<file path="src/rtl/lcd_pkg.sv">
// Shared constants and state encoding for the LCD number printer.
// Decimal digit weights live here so the printer's compare loop stays table-driven.
package lcd_pkg;

  localparam logic [7:0] ASCII_0     = 8'h30;
  localparam logic [7:0] ASCII_MINUS = 8'h2D;
  localparam logic [7:0] ASCII_CR    = 8'h0D;
  localparam logic [7:0] ASCII_SPACE = 8'h20;

  localparam logic [15:0] POW10 [5] = '{16'd10000, 16'd1000, 16'd100, 16'd10, 16'd1};

  typedef enum logic [2:0] {
    ST_IDLE  = 3'd0,
    ST_SIGN  = 3'd1,
    ST_DIGIT = 3'd2,
    ST_EMIT  = 3'd3,
    ST_GAP   = 3'd4,
    ST_CR    = 3'd5,
    ST_FIN   = 3'd6
  } printer_state_e;

  // Out-of-range indices map to 1 so a stray index can never stall the subtract loop.
  function automatic logic [15:0] pow10(input logic [2:0] idx);
    case (idx)
      3'd0:    pow10 = POW10[0];
      3'd1:    pow10 = POW10[1];
      3'd2:    pow10 = POW10[2];
      3'd3:    pow10 = POW10[3];
      default: pow10 = POW10[4];
    endcase
  endfunction

endpackage

</file>
<file path="src/rtl/lcd_num_printer.sv">
// Converts a 16-bit value to decimal ASCII by repeated subtraction and streams
// the characters to the character-LCD driver, one strobe per byte.
module lcd_num_printer
  import lcd_pkg::*;
#(
  parameter int GAP = 4
) (
  input  logic        clock,
  input  logic        reset,
  input  logic        start,
  input  logic [15:0] value,
  input  logic        signed_mode,
  input  logic        newline,
  output logic        busy,
  output logic        done,
  output logic        lcd_we,
  output logic [7:0]  lcd_data
);

  localparam int GW = (GAP > 1) ? $clog2(GAP) : 1;

  printer_state_e state, ret_state, after_emit;
  logic [15:0]    rem, pow, mag;
  logic [3:0]     dig;
  logic [2:0]     pidx;
  logic [GW-1:0]  gap_cnt;
  logic           emitted, nl_q, neg, suppress;

  always_comb begin
    pow      = pow10(pidx);
    neg      = signed_mode & value[15];
    mag      = neg ? (~value + 16'd1) : value;
    // Only leading zeros are dropped; the units digit always prints.
    suppress = (dig == 4'd0) && !emitted && (pidx != 3'd4);
    if (pidx == 3'd4) after_emit = nl_q ? ST_CR : ST_FIN;
    else              after_emit = ST_DIGIT;
  end

  assign busy = (state != ST_IDLE) && (state != ST_FIN);
  assign done = (state == ST_FIN);

  always_ff @(posedge clock or posedge reset) begin
    if (reset) begin
      state     <= ST_IDLE;
      ret_state <= ST_IDLE;
      rem       <= '0;
      dig       <= '0;
      pidx      <= '0;
      gap_cnt   <= '0;
      emitted   <= 1'b0;
      nl_q      <= 1'b0;
      lcd_we    <= 1'b0;
      lcd_data  <= 8'h00;
    end else begin
      lcd_we <= 1'b0;
      case (state)
        ST_IDLE: begin
          if (start) begin
            rem     <= mag;
            nl_q    <= newline;
            dig     <= '0;
            pidx    <= '0;
            emitted <= 1'b0;
            state   <= neg ? ST_SIGN : ST_DIGIT;
          end
        end
        ST_SIGN: begin
          lcd_we   <= 1'b1;
          lcd_data <= ASCII_MINUS;
          if (GAP == 0) state <= ST_DIGIT;
          else begin
            state     <= ST_GAP;
            ret_state <= ST_DIGIT;
            gap_cnt   <= GW'(GAP - 1);
          end
        end
        ST_DIGIT: begin
          if (rem >= pow) begin
            rem <= rem - pow;
            dig <= dig + 4'd1;
          end else begin
            state <= ST_EMIT;
          end
        end
        ST_EMIT: begin
          dig  <= '0;
          pidx <= pidx + 3'd1;
          if (suppress) state <= after_emit;
          else begin
            lcd_we   <= 1'b1;
            lcd_data <= ASCII_0 + {4'd0, dig};
            emitted  <= 1'b1;
            if (GAP == 0) state <= after_emit;
            else begin
              state     <= ST_GAP;
              ret_state <= after_emit;
              gap_cnt   <= GW'(GAP - 1);
            end
          end
        end
        ST_GAP: begin
          if (gap_cnt == '0) state <= ret_state;
          else               gap_cnt <= gap_cnt - 1'b1;
        end
        ST_CR: begin
          lcd_we   <= 1'b1;
          lcd_data <= ASCII_CR;
          if (GAP == 0) state <= ST_FIN;
          else begin
            state     <= ST_GAP;
            ret_state <= ST_FIN;
            gap_cnt   <= GW'(GAP - 1);
          end
        end
        ST_FIN:  state <= ST_IDLE;
        default: state <= ST_IDLE;
      endcase
    end
  end

endmodule

</file>
<file path="config.mk">
export PLATFORM = sky130hd
export DESIGN_NAME = lcd_num_printer
export DESIGN_NICKNAME = d
export VERILOG_FILES = /design/src/rtl/lcd_pkg.sv /design/src/rtl/lcd_num_printer.sv
export SDC_FILE = /design/constraint.sdc
export NUM_CORES = 1
export LEC_CHECK = 0
export ABC_AREA = 1
export BUFFER_PORTS_ARGS = -buffer_cell sky130_fd_sc_hd__buf_2
export CAP_MARGIN = 20
export CORE_UTILIZATION = 35
export CTS_CLUSTER_SIZE = 30
export DETAILED_ROUTE_END_ITERATION = 7
export PLACE_DENSITY = 0.54
export SLEW_MARGIN = 0
export SYNTH_ARGS = -nofsm -noshare
export SYNTH_HDL_FRONTEND = slang
export SYNTH_SLANG_ARGS = --single-unit
</file>
<file path="constraint.sdc">
create_clock -name clock -period 5.35 [get_ports clock]
set_clock_uncertainty 0.15 [all_clocks]
set_input_delay 0.535 -clock clock [delete_from_list [all_inputs] [get_ports clock]]
set_output_delay 0.535 -clock clock [all_outputs]
set_load 0.03 [all_outputs]
</file>
* Word level (Yosys, flattened, before mapping)
Index checks and enable logic that the tools add are counted.
Widths: inputs -> output; s select.
** Cells by class
- Multiplexer cells :: 30
- Reduce and logical (&&, ||, !) cells :: 23
- Multiply operators :: 0
- Order comparisons :: 1
- Divide/modulo/power cells :: 0
- Shifts and indexed selects :: 0
- Bitwise operators :: 2
- $add $sub $neg :: 6
- Equal/unequal tests :: 18
** Operator list (number)
- $pmux 14 s4 :: 1
- $mux 16 :: 3
- $pmux 16 s2 :: 1
- $pmux 8 s3 :: 1
- $mux 3 :: 7
- $add 16x1->16 const B :: 1
- $ge 16x16->1 :: 1
- $not 16->16 :: 1
- $sub 16x16->16 :: 1
- $pmux 3 s5 :: 1
- $reduce_and 3->1 :: 5
- $eq 3x2->1 const B :: 4
- $eq 3x3->1 const B :: 4
- $ne 2x2->1 const B :: 6
- $pmux 4 s3 :: 1
- $reduce_bool 3->1 :: 4
- $pmux 3 s3 :: 1
- $mux 2 :: 4
- $mux 4 :: 2
- $mux 8 :: 1
- $add 6x4->7 const A :: 1
- $eq 3x1->1 const B :: 2
- $logic_not 3->1 :: 2
- $ne 3x3->1 const B :: 2
- 15 further kinds :: 23
** Storage, ports and cells
- RAM bits :: 0
- Output and inout bits :: 11
- Word-level logic and storage cells :: 90
- Bits in latches :: 0
- Register bits after elaboration :: 42
- Input port bits :: 21
- Memories :: 0
- Memory bits (read-only) :: 0

* Logic depth before layout (Yosys ltp)
- Word-level depth :: 5
- Mapped depth :: 19

* Worst setup path before layout
OpenSTA, ideal clock, no wires.
- Path type :: flip-flop to flip-flop
- From :: register pidx[0]
- To :: register rem[12]
- Required time :: 5.084 ns
- Data arrival time :: 2.431 ns
- Slack :: 2.653 ns
- Stages on the path, launching flop included :: 20
- Path buffers :: 1
- Path through :: dfrtp_1 ha_1 ha_1 inv_1 nand2_1 nor2_1 ha_1 inv_1 fa_1 nand2_1 nand2_1 nand3_2 nand3_1 nand2_1 nand3_2 nand2_4 inv_4 buf_6 nand2_1 nand2_1
** Between the ends
- Word-level cells in the longest chain between the ends :: 5
- Elaborated cells between the ends (all ways) :: 11
- Those cells by class :: add/sub (1); order compare (1); eq/ne (4); mux (3); reduce/logical (2)
** RTL lines
- start, declared :: RTL line lcd_num_printer.sv:25 : logic [2:0] pidx;
- start signal, assigned :: RTL line lcd_num_printer.sv:87 : pidx <= pidx + 3'd1;
- $eq 3x2->1, or another cell as far along :: RTL line lcd_pkg.sv:24 : case (idx)
- $pmux 14 s4 (*) :: RTL line lcd_pkg.sv:24
- $sub 16x16->16 or $ge 16x16->1 (tied branches) :: RTL line lcd_num_printer.sv:79, lcd_num_printer.sv:78
- $mux 16 or $ne 2x2->1 (tied branches)
- $pmux 16 s2 or $reduce_and 3->1 (tied branches)
- end signal, assigned :: RTL line lcd_num_printer.sv:59 : rem <= mag;
- end signal, assigned :: RTL line lcd_num_printer.sv:79 : rem <= rem - pow;
- end, declared :: RTL line lcd_num_printer.sv:23 : logic [15:0] rem, pow, mag;
Mark *: on every way between the ends. The rest lies on a longest branch, timed or not. The select of a mux whose other input is x is not followed.
A chain may end at the register's enable or synchronous reset.

* Worst setup path in the final report
- From :: register pidx[0]
- To :: register rem[0]
Same word-level chain as after synthesis.

==> results.yml <==
sta:
  setup_ws_ns: 2.33
  clock.fmax_mhz: 332
  setup_viol: 0
  fin_crit_ns: 3.02
  relSlewSlack_pct: 59.3
  rsz0062_at_grt: "no"
  finalHoldViolCount: 0
  totalNegativeSetupSlack_ns: 0
  worstMarginPinSlew_ns: 0.610
  post-route-period-util_pct: 56.4
  slew_violations: 0
finish:
  areaGrowthSynthToFinish_pct: 10.0
  final_core_util_pct: 39.7
  mostFrequentLayoutCells: "189 x sky130_fd_sc_hd__nand2_1, 79 x sky130_fd_sc_hd__inv_1, 42 x sky130_fd_sc_hd__nor2_1, 42 x sky130_fd_sc_hd__nand3_1, 40 x sky130_fd_sc_hd__dfrtp_1"
  final_layout_size_suffix_gt1_share_pct: 10.5
  leading_cell_type_in_the_layout_fill_and_taps_excluded: "sky130_fd_sc_hd__nand2_1"
  filler_cells: 1014
  multi_input_comb_area_sq_um: 1940
  seq_area_sq_um: 1000
  antennaDiodeCount: 0
  stdcell_area_sq_um: 3650
  final_net_count: 592
yosys:
  most_area_consuming_cells_after_synthesis: "sky130_fd_sc_hd__dfrtp_1 30%, sky130_fd_sc_hd__nand2_1 21%, sky130_fd_sc_hd__inv_1 8.9%"
  async_flop_share_pct: 100
  synth_seq_area_share_pct: 30.2
  synth_top_cell_by_area: "sky130_fd_sc_hd__dfrtp_1"
  cell_count_after_synthesis: 519
  avgSynthCellArea_sq_um: 6.39
  synthesized_flop_and_latch_total: 40
  synth_enable_flop_cells: 0
  synth_warnings: 0
  yosys_most_used_dff: "sky130_fd_sc_hd__dfrtp_1"
  yosys.cell_types.count: 40
  post_synth_instance_area_sq_um: 3320
  yosys.area.top_type_share_pct: 30.2
clock_tree:
  clockBufferDepth: 2
  root_buffer: "sky130_fd_sc_hd__clkbuf_8"
  cts_tree: "done"
  clock_buffer_count_from_cts: 5
  cts-htree-levels: 2
  clock-sinks: 40
  holdBufCountCts: 0
  worstSkewPairLatency_ns: 0.30
  cts.clk_slew.worst_paths_ns: 0.09
  gates_resized_cts_repair: 0
  post-cts-setup-buffers: 0
detailed_routing:
  drt.antenna.violating_nets: 0
  post_drt_via_cell_ratio: 4.84
  wire_per_inst_microns: 12.5
  drtPass1Iterations: 5
  route.final.wire_length_mm: 8.26
  first_iter_violations: 116
  vias: 3196
  post-route-drc-count: 0
grt:
  antenna_found_initial: 0
  first_global_vias: 3126
  gr-total-overflow: 0
  grt_start_max_net_pins: 41
  gr-usage-all-layers_pct: 18.2
  wire_length_of_the_first_global_routing_pass_mm: 14.3
worst_setup_path:
  worst_setup_path_end_kind: "register"
  timing.reg2reg.setup_slack_ns: 2.33
  rr_endpoint: "rem[0]$_DFFE_PP0P_"
  worst_setup_path_endpoint: "rem[0]$_DFFE_PP0P_"
  cp-start-kind: "register"
  critPathRequiredTime_ns: 5.38
  worstSetupPathType: "register to register"
  rr_startpoint: "pidx[0]$_DFFE_PP0P_"
  critical_path_peak_fanout: 18
  worst_ep_arrival_time_ns: 3.04
  critPathLaunch: "pidx[0]$_DFFE_PP0P_"
  ff2ff_path_depth: 18
floorplan:
  boundaryPins: 32
  floorplan.die_area_sq_um: 9870
  std_cell_rows: 35
  design.core.area_sq_um: 9200
  initial_core_util_pct: 36.1
  dieHeight_microns: 99.3
  die_w_microns: 99.3
status:
  run_status: "complete, no violations"
placement:
  place_hpwl_mm: 6.49
  place.gp.congestion: 0.839
  preCtsSetupSlack_ns: 2.33
  detailed_place.area_sq_um: 3550
  port_buffers: 29
run:
  maxCapViolCount: 0
worst_hold_path:
  min_path_type: "input port to asynchronous set/reset pin"
state kept, by name (all words and copies together) (netlist names):
register	flops
gap_cnt	2
emitted	1
pidx	3
lcd_we	1
ret_state	3
nl_q	1
dig	4
rem	16
lcd_data	6
state	3
final cells by class:
type,count,area share (%)
Clock buffer,6,2.26
Clock inverter,2,0.412
Inverter,84,8.71
Multi-Input combinational cell,388,53.2
Sequential cell,40,27.4
Tap cell,111,3.81
Timing Repair Buffer,30,4.18
cells in the mapped netlist (3+ instances only):
| cell | instances |
|---|---|
| sky130_fd_sc_hd__nand2_2 | 3 |
| sky130_fd_sc_hd__nand3_2 | 3 |
| sky130_fd_sc_hd__buf_4 | 3 |
| sky130_fd_sc_hd__nand4_1 | 4 |
| sky130_fd_sc_hd__nand2_1 | 189 |
| sky130_fd_sc_hd__inv_2 | 4 |
| sky130_fd_sc_hd__nor2_1 | 42 |
| sky130_fd_sc_hd__buf_2 | 3 |
| sky130_fd_sc_hd__a21oi_1 | 21 |
| sky130_fd_sc_hd__nand3_1 | 42 |
| sky130_fd_sc_hd__o21ai_0 | 29 |
| sky130_fd_sc_hd__nand3b_1 | 4 |
| sky130_fd_sc_hd__ha_1 | 21 |
| sky130_fd_sc_hd__dfrtp_1 | 40 |
| sky130_fd_sc_hd__inv_1 | 79 |
cells by family (layout without fill, tap and decap cells):
kind of cell	count (synthesis)	count (layout)	synth area share (%)
buffers and inverters	92	122	11.4
multiplexers	1	1	0.340
flip-flops	40	40	30.2
AND/OR/NAND/NOR	295	295	37.5
adder cells (fa/ha/maj)	22	22	8.53
other	1	2	0.113
XOR/XNOR	2	2	0.528
AO/OA/AOI/OAI	66	66	11.4
metrics by stage:
stage / hold WS (ns) / instances
after CTS: 0.222 / 661
after floorplan: 0.292 / 520
after global routing: 0.259 / 661
after detailed placement: 0.308 / 653
after global placement: 0.304 / 653
final: 0.212 / 661
worst max-delay path: stages, from the launching register on:
cell and delay [ns]:
sky130_fd_sc_hd__dfrtp_1 0.41, sky130_fd_sc_hd__ha_1 0.20, sky130_fd_sc_hd__ha_1 0.19, sky130_fd_sc_hd__inv_1 0.12, sky130_fd_sc_hd__nand2_1 0.07, sky130_fd_sc_hd__nor2_1 0.10, sky130_fd_sc_hd__ha_1 0.14, sky130_fd_sc_hd__inv_1 0.06
sky130_fd_sc_hd__fa_1 0.37, sky130_fd_sc_hd__nand2_1 0.11, sky130_fd_sc_hd__nand2_1 0.10, sky130_fd_sc_hd__nand3_2 0.09, sky130_fd_sc_hd__nand3_1 0.07, sky130_fd_sc_hd__nand2_1 0.10, sky130_fd_sc_hd__nand3_2 0.10, sky130_fd_sc_hd__nand2_4 0.23
sky130_fd_sc_hd__inv_4 0.13, sky130_fd_sc_hd__nand2_1 0.07, sky130_fd_sc_hd__o21ai_0 0.07
worst min-delay path by stage:
stage	endpoint	depth (start not counted)
after global routing	ret_state[0]$_DFFE_PP0P_	3
after floorplan	ret_state[0]$_DFFE_PP0P_	2
final	rem[10]$_DFFE_PP0P_	3
after global placement	lcd_data[4]$_DFFE_PP0P_	2
after detailed placement	lcd_data[4]$_DFFE_PP0P_	2
after CTS	ret_state[2]$_DFFE_PP0P_	3
layer usage:
metal	track usage, %	part of all wire (%)	up-vias
li1	-	-	1691
met1	23.5	49	1418
met2	32.3	46	77
met3	2.11	3.9	10
met4	5.20	1.3	0
met5	0	0	-
Power is left out: the tool's default activity adds up to more than one toggle a clock period on the data nets, which glitch-free logic cannot reach.
